$ cat config.mk
export PLATFORM = sky130hd
export DESIGN_NAME = registrador_instrucao
export DESIGN_NICKNAME = d
export VERILOG_FILES = /design/src/rtl/registrador_instrucao_pkg.sv /design/src/rtl/registrador_instrucao_decodifica_campos.sv /design/src/rtl/registrador_instrucao.sv
export SDC_FILE = /design/constraint.sdc
export NUM_CORES = 1
export LEC_CHECK = 0
export CORE_ASPECT_RATIO = 0.8
export CORE_MARGIN = 5
export CORE_UTILIZATION = 51
export DETAILED_ROUTE_END_ITERATION = 10
export GPL_TIMING_DRIVEN = 1
export HOLD_SLACK_MARGIN = 0.08
export PLACE_DENSITY = 0.88
export SLEW_MARGIN = 20
export SYNTH_ARGS = -nofsm -noshare
export SYNTH_HDL_FRONTEND = slang
export SYNTH_SLANG_ARGS = --single-unit
$ cat constraint.sdc
create_clock -name clk -period 2 [get_ports clk]
set_input_delay 0.2 -clock clk [delete_from_list [all_inputs] [get_ports clk]]
set_output_delay 0.2 -clock clk [all_outputs]
set_load 0.005 [all_outputs]
$ cat src/rtl/registrador_instrucao_pkg.sv
// rtl/registrador_instrucao_pkg.sv - shared widths and enums for the instruction register stage
package registrador_instrucao_pkg;

    localparam int DATA_W = 32;
    localparam int IMM_W  = 16;

    // Instruction format carried on the tipo output
    typedef enum logic [1:0] {
        TIPO_R = 2'b00,
        TIPO_I = 2'b01,
        TIPO_J = 2'b10
    } tipo_e;

    // Occupancy of the two-entry skid buffer
    typedef enum logic [1:0] {
        VAZIO = 2'b00,
        UM    = 2'b01,
        DOIS  = 2'b10
    } estado_e;

    function automatic tipo_e tipo_de_opcode(input logic [5:0] op);
        if (op == 6'd0) begin
            return TIPO_R;
        end else if (op == 6'd2 || op == 6'd3) begin
            return TIPO_J;
        end else begin
            return TIPO_I;
        end
    endfunction

endpackage

$ cat src/rtl/registrador_instrucao_decodifica_campos.sv
// rtl/registrador_instrucao_decodifica_campos.sv - combinational field and format decoder
//
// Splits an instruction word into its fields and classifies its format.
// Ports:
//   instr    : instruction word to decode
//   opcode   : instr[31:26]
//   rs/rt/rd : instr[25:21], instr[20:16], instr[15:11]
//   funct    : instr[5:0]
//   imediato : instr[IMM_W-1:0], fed unextended to the extensor stage
//   tipo     : R / I / J format derived from opcode
module decodifica_campos
    import registrador_instrucao_pkg::*;
#(
    parameter int DATA_W = registrador_instrucao_pkg::DATA_W,
    parameter int IMM_W  = registrador_instrucao_pkg::IMM_W
) (
    input  logic [DATA_W-1:0] instr,
    output logic [5:0]        opcode,
    output logic [4:0]        rs,
    output logic [4:0]        rt,
    output logic [4:0]        rd,
    output logic [5:0]        funct,
    output logic [IMM_W-1:0]  imediato,
    output tipo_e             tipo
);

    assign opcode   = instr[31:26];
    assign rs       = instr[25:21];
    assign rt       = instr[20:16];
    assign rd       = instr[15:11];
    assign funct    = instr[5:0];
    assign imediato = instr[IMM_W-1:0];
    assign tipo     = tipo_de_opcode(instr[31:26]);

endmodule

$ cat src/rtl/registrador_instrucao.sv
// rtl/registrador_instrucao.sv - two-entry in-order instruction register with field decode
//
// Ports:
//   clk, reset          : rising-edge clock, asynchronous active-low reset
//   in_valid/in_ready   : fetch-side handshake, instr and pc captured on accept
//   flush               : synchronous discard of every held entry
//   out_valid/out_ready : decode-side handshake on the head entry
//   opcode..imediato    : decoded fields of the head, zero when empty
//   pc_out, tipo        : head PC and format, zero when empty
//   contagem            : running count of delivered instructions
module registrador_instrucao
    import registrador_instrucao_pkg::*;
#(
    parameter int DATA_W = registrador_instrucao_pkg::DATA_W,
    parameter int IMM_W  = registrador_instrucao_pkg::IMM_W
) (
    input  logic              clk,
    input  logic              reset,
    input  logic              in_valid,
    output logic              in_ready,
    input  logic [DATA_W-1:0] instr,
    input  logic [DATA_W-1:0] pc,
    input  logic              flush,
    output logic              out_valid,
    input  logic              out_ready,
    output logic [5:0]        opcode,
    output logic [4:0]        rs,
    output logic [4:0]        rt,
    output logic [4:0]        rd,
    output logic [5:0]        funct,
    output logic [IMM_W-1:0]  imediato,
    output logic [DATA_W-1:0] pc_out,
    output logic [1:0]        tipo,
    output logic [15:0]       contagem
);

    estado_e           estado;
    logic [DATA_W-1:0] head_instr;
    logic [DATA_W-1:0] head_pc;
    logic [DATA_W-1:0] tail_instr;
    logic [DATA_W-1:0] tail_pc;

    logic accept;
    logic deliver;

    logic [5:0]       d_opcode;
    logic [4:0]       d_rs;
    logic [4:0]       d_rt;
    logic [4:0]       d_rd;
    logic [5:0]       d_funct;
    logic [IMM_W-1:0] d_imediato;
    tipo_e            d_tipo;

    // Handshake flags come straight from the registered state
    assign in_ready  = (estado != DOIS);
    assign out_valid = (estado != VAZIO);
    assign accept    = in_valid && in_ready;
    assign deliver   = out_valid && out_ready;

    always_ff @(posedge clk or negedge reset) begin
        if (!reset) begin
            estado     <= VAZIO;
            head_instr <= '0;
            head_pc    <= '0;
            tail_instr <= '0;
            tail_pc    <= '0;
            contagem   <= 16'd0;
        end else if (flush) begin
            // Flush wins over any same-edge handshake; nothing is counted
            estado <= VAZIO;
        end else begin
            if (deliver) begin
                contagem <= contagem + 16'd1;
            end
            case (estado)
                VAZIO: begin
                    if (accept) begin
                        head_instr <= instr;
                        head_pc    <= pc;
                        estado     <= UM;
                    end
                end
                UM: begin
                    if (accept && deliver) begin
                        // Head leaves as the newcomer takes its place
                        head_instr <= instr;
                        head_pc    <= pc;
                    end else if (accept) begin
                        tail_instr <= instr;
                        tail_pc    <= pc;
                        estado     <= DOIS;
                    end else if (deliver) begin
                        estado <= VAZIO;
                    end
                end
                DOIS: begin
                    if (deliver) begin
                        head_instr <= tail_instr;
                        head_pc    <= tail_pc;
                        estado     <= UM;
                    end
                end
                default: estado <= VAZIO;
            endcase
        end
    end

    decodifica_campos #(
        .DATA_W (DATA_W),
        .IMM_W  (IMM_W)
    ) u_decodifica_campos (
        .instr    (head_instr),
        .opcode   (d_opcode),
        .rs       (d_rs),
        .rt       (d_rt),
        .rd       (d_rd),
        .funct    (d_funct),
        .imediato (d_imediato),
        .tipo     (d_tipo)
    );

    // A stale head stays in the registers after draining, so gate on occupancy
    assign opcode   = out_valid ? d_opcode   : '0;
    assign rs       = out_valid ? d_rs       : '0;
    assign rt       = out_valid ? d_rt       : '0;
    assign rd       = out_valid ? d_rd       : '0;
    assign funct    = out_valid ? d_funct    : '0;
    assign imediato = out_valid ? d_imediato : '0;
    assign pc_out   = out_valid ? head_pc    : '0;
    assign tipo     = out_valid ? d_tipo     : TIPO_R;

endmodule

Word-level counts from Yosys, hierarchy flattened
Cells that the tools add are included.
{"block": "op_classes", "mul": 0, "magnitude_cmp": 0, "n_shift": 0, "n_reduce_logical": 12, "n_div": 0, "bitwise": 2, "n_eq_ne": 12, "addsub": 1, "n_mux": 25}
{"op": "$mux 32", "n": 7}
{"op": "$pmux 32 s3", "n": 2}
{"op": "$mux 2", "n": 9}
{"op": "$add 16x1->16 const B", "n": 1}
{"op": "$mux 16", "n": 1}
{"op": "$mux 5", "n": 3}
{"op": "$eq 6x2->1 const B", "n": 2}
{"op": "$mux 6", "n": 2}
{"op": "$ne 3x3->1 const B", "n": 3}
{"op": "$ne 2x2->1 const B", "n": 4}
{"op": "$reduce_and 4->1", "n": 2}
{"op": "$logic_not 6->1", "n": 1}
{"op": "$pmux 2 s3", "n": 1}
{"op": "$reduce_and 5->1", "n": 1}
{"op": "$ne 4x4->1 const B", "n": 1}
{"op": "$logic_and 1x1->1", "n": 3}
{"op": "$reduce_bool 3->1", "n": 1}
{"op": "$eq 2x1->1 const B", "n": 1}
{"op": "$eq 2x2->1 const B", "n": 1}
{"op": "$logic_not 2->1", "n": 1}
{"op": "$not 1->1", "n": 2}
{"op": "$reduce_and 2->1", "n": 1}
{"op": "$reduce_bool 2->1", "n": 1}
{"op": "$logic_or 1x1->1", "n": 1}
{"block": "word_totals", "output_inout_bits": 95, "latchBits": 0, "ramBits": 0, "regBits": 146, "elab_cells": 58, "mem_count": 0, "romBits": 0, "inputBits": 69}

Depth between registers and ports, before layout
{"block": "logic_depth", "ltp_word": 7, "mapped_depth": 6}

By module
Synthesis repeated with hierarchy kept, for this count alone.
{"block": "unflattened", "cells_unflattened": 551, "hier_area_um2": 7171.9}
{"mod": "registrador_instrucao", "area_each_um2": 6821.5, "cells_per_inst": 504, "seq_area_each_um2": 3653.5, "instances": 1}
{"mod": "decodifica_campos", "area_each_um2": 350.3, "cells_per_inst": 47, "seq_area_each_um2": 0.0, "instances": 1}

Worst setup path before layout
Ideal clock, no wire load.
{"block": "synth_timing", "path_kind": "register to output", "from": "register estado[0]", "to": "output imediato[0]", "t_arrival_ns": 1.486, "path_stages_with_launch": 7, "path_buffers": 3, "setup_slack_ns": 0.314, "path_cell_list": "dfrtp_1 nor2_1 inv_2 clkbuf_1 clkbuf_1 and2_1 buf_4"}
{"block": "synth_between", "elab_chain_cells": 2}
{"item": "from (decl)", "line_no": "registrador_instrucao.sv:37", "rtl": "estado_e estado;"}
{"item": "from (signal assigned)", "line_no": "registrador_instrucao.sv:62", "rtl": "estado <= VAZIO;"}
{"item": "from (signal assigned)", "line_no": "registrador_instrucao.sv:70", "rtl": "estado <= VAZIO;"}
{"item": "from (signal assigned)", "line_no": "registrador_instrucao.sv:80", "rtl": "estado <= UM;"}
{"item": "$reduce_bool 2->1", "line_no": "registrador_instrucao.sv:56", "rtl": "assign out_valid = (estado != VAZIO);"}
{"item": "$mux 16", "line_no": "registrador_instrucao.sv:128", "rtl": "assign imediato = out_valid ? d_imediato : '0;"}
{"item": "to (decl)", "line_no": "registrador_instrucao.sv:31", "rtl": "output logic [IMM_W-1:0] imediato,"}
No other way between the ends.

Worst setup path after layout
{"block": "layout_timing", "from": "register estado[0]", "to": "output imediato[5]"}
Same word-level chain as after synthesis.

==> flow_metrics.env <==
export IMPL_status="complete, but fails checks"
export IMPL_violations="negative setup slack"
export IMPL_die_x_microns=142.4
export IMPL_setup_tns_ns=-0.1264
export IMPL_place_ws_ns=-0.08353
export IMPL_path_cells="nor2_4 -> inv_4 -> buf_12 -> and2_1 -> clkdlybuf4s50_1"
export IMPL_cp_end_kind="output pin"
export IMPL_p_leak_nw=5.173
export IMPL_clk_pin_slew_ns=0.06
export IMPL_grt_overflow=0
export IMPL_drv_cap=0
export IMPL_clk_path_buf_depth=2
export IMPL_crit_type="reg -> out"
export IMPL_crit_path_start_kind="register"
export IMPL_setup_ws_ns=-0.04720
export IMPL_min_period_ns=2.047
export IMPL_async_reset_ff_share_pct=100.0
export IMPL_arrival_ns=1.85
export IMPL_grt_max_degree=60
export IMPL_ff2ff_setup_slack_ns=0.10
export IMPL_antenna_found_initial=1
export IMPL_gp_congestion=0.7696
export IMPL_htreeDepth=4
export IMPL_cts_buffers_inserted=17
export IMPL_antenna_cells=0
export IMPL_period_share_pct=102.4
export IMPL_synth_nets=574
export IMPL_synth_edf_count=0
export IMPL_ys_seq_area_share_pct=51.10
export IMPL_rr_worst_depth=6
export IMPL_whs_ns=0.2489
export IMPL_synthCells=504
export IMPL_synth_seq_cells=146
export IMPL_yosysWarnings=0
export IMPL_grt_pass1_vias=5131
export IMPL_wirelength_microns=16360
export IMPL_setup_viol=3
export IMPL_worstSetupPathDepth=5
export IMPL_start_util_pct=52.39
export IMPL_maxSlewViolCount=0
export IMPL_first_iter_violations=193
export IMPL_fin_nets=743
export IMPL_relSlewSlack_pct=72.38
export IMPL_ant_nets=0
export IMPL_power_density_nw_per_um2=957.4
export IMPL_grt_pass1_wl_microns=25930
export IMPL_max_freq_mhz=488.5
export IMPL_hpwl_microns=10770
export IMPL_min_path_type="in -> async"
export IMPL_wl_per_cell_microns=18.89
export IMPL_rows=38
export IMPL_finalClockSkew_ns=0.007398
export IMPL_track_usage_pct=20.06
export IMPL_crit_family="buffers and inverters"
export IMPL_numPortBuffers=163
export IMPL_cts_tree="yes"
export IMPL_cp_slowest_cell="clkdlybuf4s50_1"
export IMPL_max_stage_delay_ns=0.45
export IMPL_vias_per_cell=5.262
export IMPL_drc_errors=0
export IMPL_power_mw=9.413
export IMPL_instances_no_fill=866
export IMPL_avgSynthCellArea_sq_um=14.19
export IMPL_hold_viol_final=0
export IMPL_ir_worst_vdd_uv=718.2
export IMPL_first_pass_iters=4
export IMPL_cts_root_buf="clkbuf_16"
export IMPL_core_sq_um=13650
export IMPL_vias=4557
export IMPL_worstSkewPairLatency_ns=0.41
export IMPL_layout_drive_gt1_share_pct=38.19
export IMPL_yosysUniqueCellTypes=29
export IMPL_synthToLayoutAreaGrowth_pct=37.52
export IMPL_dieArea_sq_um=16500
export IMPL_cp_buffers_inverters=3
export IMPL_worst_slew_pin_slew_ns=0.4111
export IMPL_r2r_end="head_instr[17]$_DFFE_PN0P_"
export IMPL_synth_area_sq_um=7149
export IMPL_cp_max_fo=26
export IMPL_required_ns=1.80
export IMPL_reg2reg_from="estado[1]$_DFFE_PN0P_"
export IMPL_cts_sinks=146
export IMPL_rsz0062_at_grt="yes"
export IMPL_ys_flop_type="dfrtp_1"
export IMPL_placed_cells=826
export IMPL_io_pins=164
export IMPL_die_h_microns=115.9
-- layout by cell type (no fill, tap or decap), drive strengths merged, types with 4 or more instances in the layout --
cell and n:
clkdlybuf4s50 88, mux2 193, nor2 6, clkbuf 24, clkinv 4, nand2 8, dlygate4sd2 23, and2 65
dlymetal6s2s 51, nand3 6, buf 24, xnor2 12, bufinv 4, dfrtp 146
-- sequential cells by signal, indices dropped and copies added, names as in the netlist --
| signal | flops |
|---|---|
| head_pc | 32 |
| tail_instr | 32 |
| head_instr | 32 |
| contagem | 16 |
| estado | 2 |
| tail_pc | 32 |
-- area by class of cell --
class | count | area (sq um)
clock buffers | 23 | 488.0
multi-input cells | 318 | 3263
clock inverters | 9 | 151.4
fillers | 855 | 3814
flip-flops and latches | 146 | 3655
inverters | 2 | 10.01
well taps | 180 | 225.2
repair buffers | 188 | 2039
-- how the worst max path moves through the flow --
stage | startpoint | to | slack, ns
after detailed placement | in_valid | head_instr[21]$_DFFE_PN0P_ | -0.08
after floorplan | estado[0]$_DFFE_PN0P_ | imediato[0] | 0.31
final | estado[0]$_DFFE_PN0P_ | imediato[5] | -0.05
after global placement | in_valid | head_instr[14]$_DFFE_PN0P_ | -0.02
after CTS | estado[0]$_DFFE_PN0P_ | imediato[14] | -0.10
after global routing | estado[0]$_DFFE_PN0P_ | imediato[5] | -0.11
-- cell families after synthesis --
logic type	count (synthesis)	synth area share (%)
simple gates	104	8.803
buf+inv	40	4.078
xor+xnor	15	1.838
compound gates	4	0.3150
mux	194	33.69
flops	146	51.10
fa+ha+maj	1	0.1750
-- cells in the mapped netlist (all sizes together), types with 2 or more instances --
cell type	count	area share [%]
a21oi	3	0.21
and2	65	5.7
and3	3	0.26
and4	2	0.25
buf	31	3.6
clkbuf	7	0.37
dfrtp	146	51
inv	2	0.10
mux2	193	34
nand2	8	0.42
nand2b	2	0.17
nand3	6	0.49
nand4	3	0.26
nor2	6	0.31
nor2b	2	0.17
nor3	3	0.21
nor4	3	0.44
xnor2	12	1.5
xor2	3	0.37
-- routing by layer --
| layer | part of all wire, % | vias up | wire, microns | global-route usage, % |
|---|---|---|---|---|
| met5 | 0.031 | - | 5 | 0 |
| met2 | 50 | 130 | 8161 | 33.10 |
| met3 | 6.5 | 15 | 1059 | 6.106 |
| met1 | 43 | 2322 | 7029 | 25.72 |
| met4 | 0.61 | 2 | 99 | 6.143 |
| li1 | - | 2088 | - | - |
-- what timing repair did --
action	4_1_cts	5_1_grt
gates resized for setup	36	57
endpoints found under the setup margin	79	55
setup buffers	5	1
pin swaps	2	0
hold buffers	1	0
hold endpoints to repair	87	0
cloned	0	1
-- power breakdown --
group	switching, mW	internal, mW
combinational	0.641	1.31
clock	1.19	2.22
sequential	0.414	3.64
total	2.25	7.17
-- through the flow --
| step | instance area [sq um] | utilization, % |
|---|---|---|
| after CTS | 9648 | 70.70 |
| final | 9832 | 72.05 |
| after global placement | 8940 | 65.51 |
| after global routing | 9832 | 72.05 |
| after detailed placement | 8940 | 65.51 |
| after floorplan | 7149 | - |
Power figures use the tool's default switching activity.
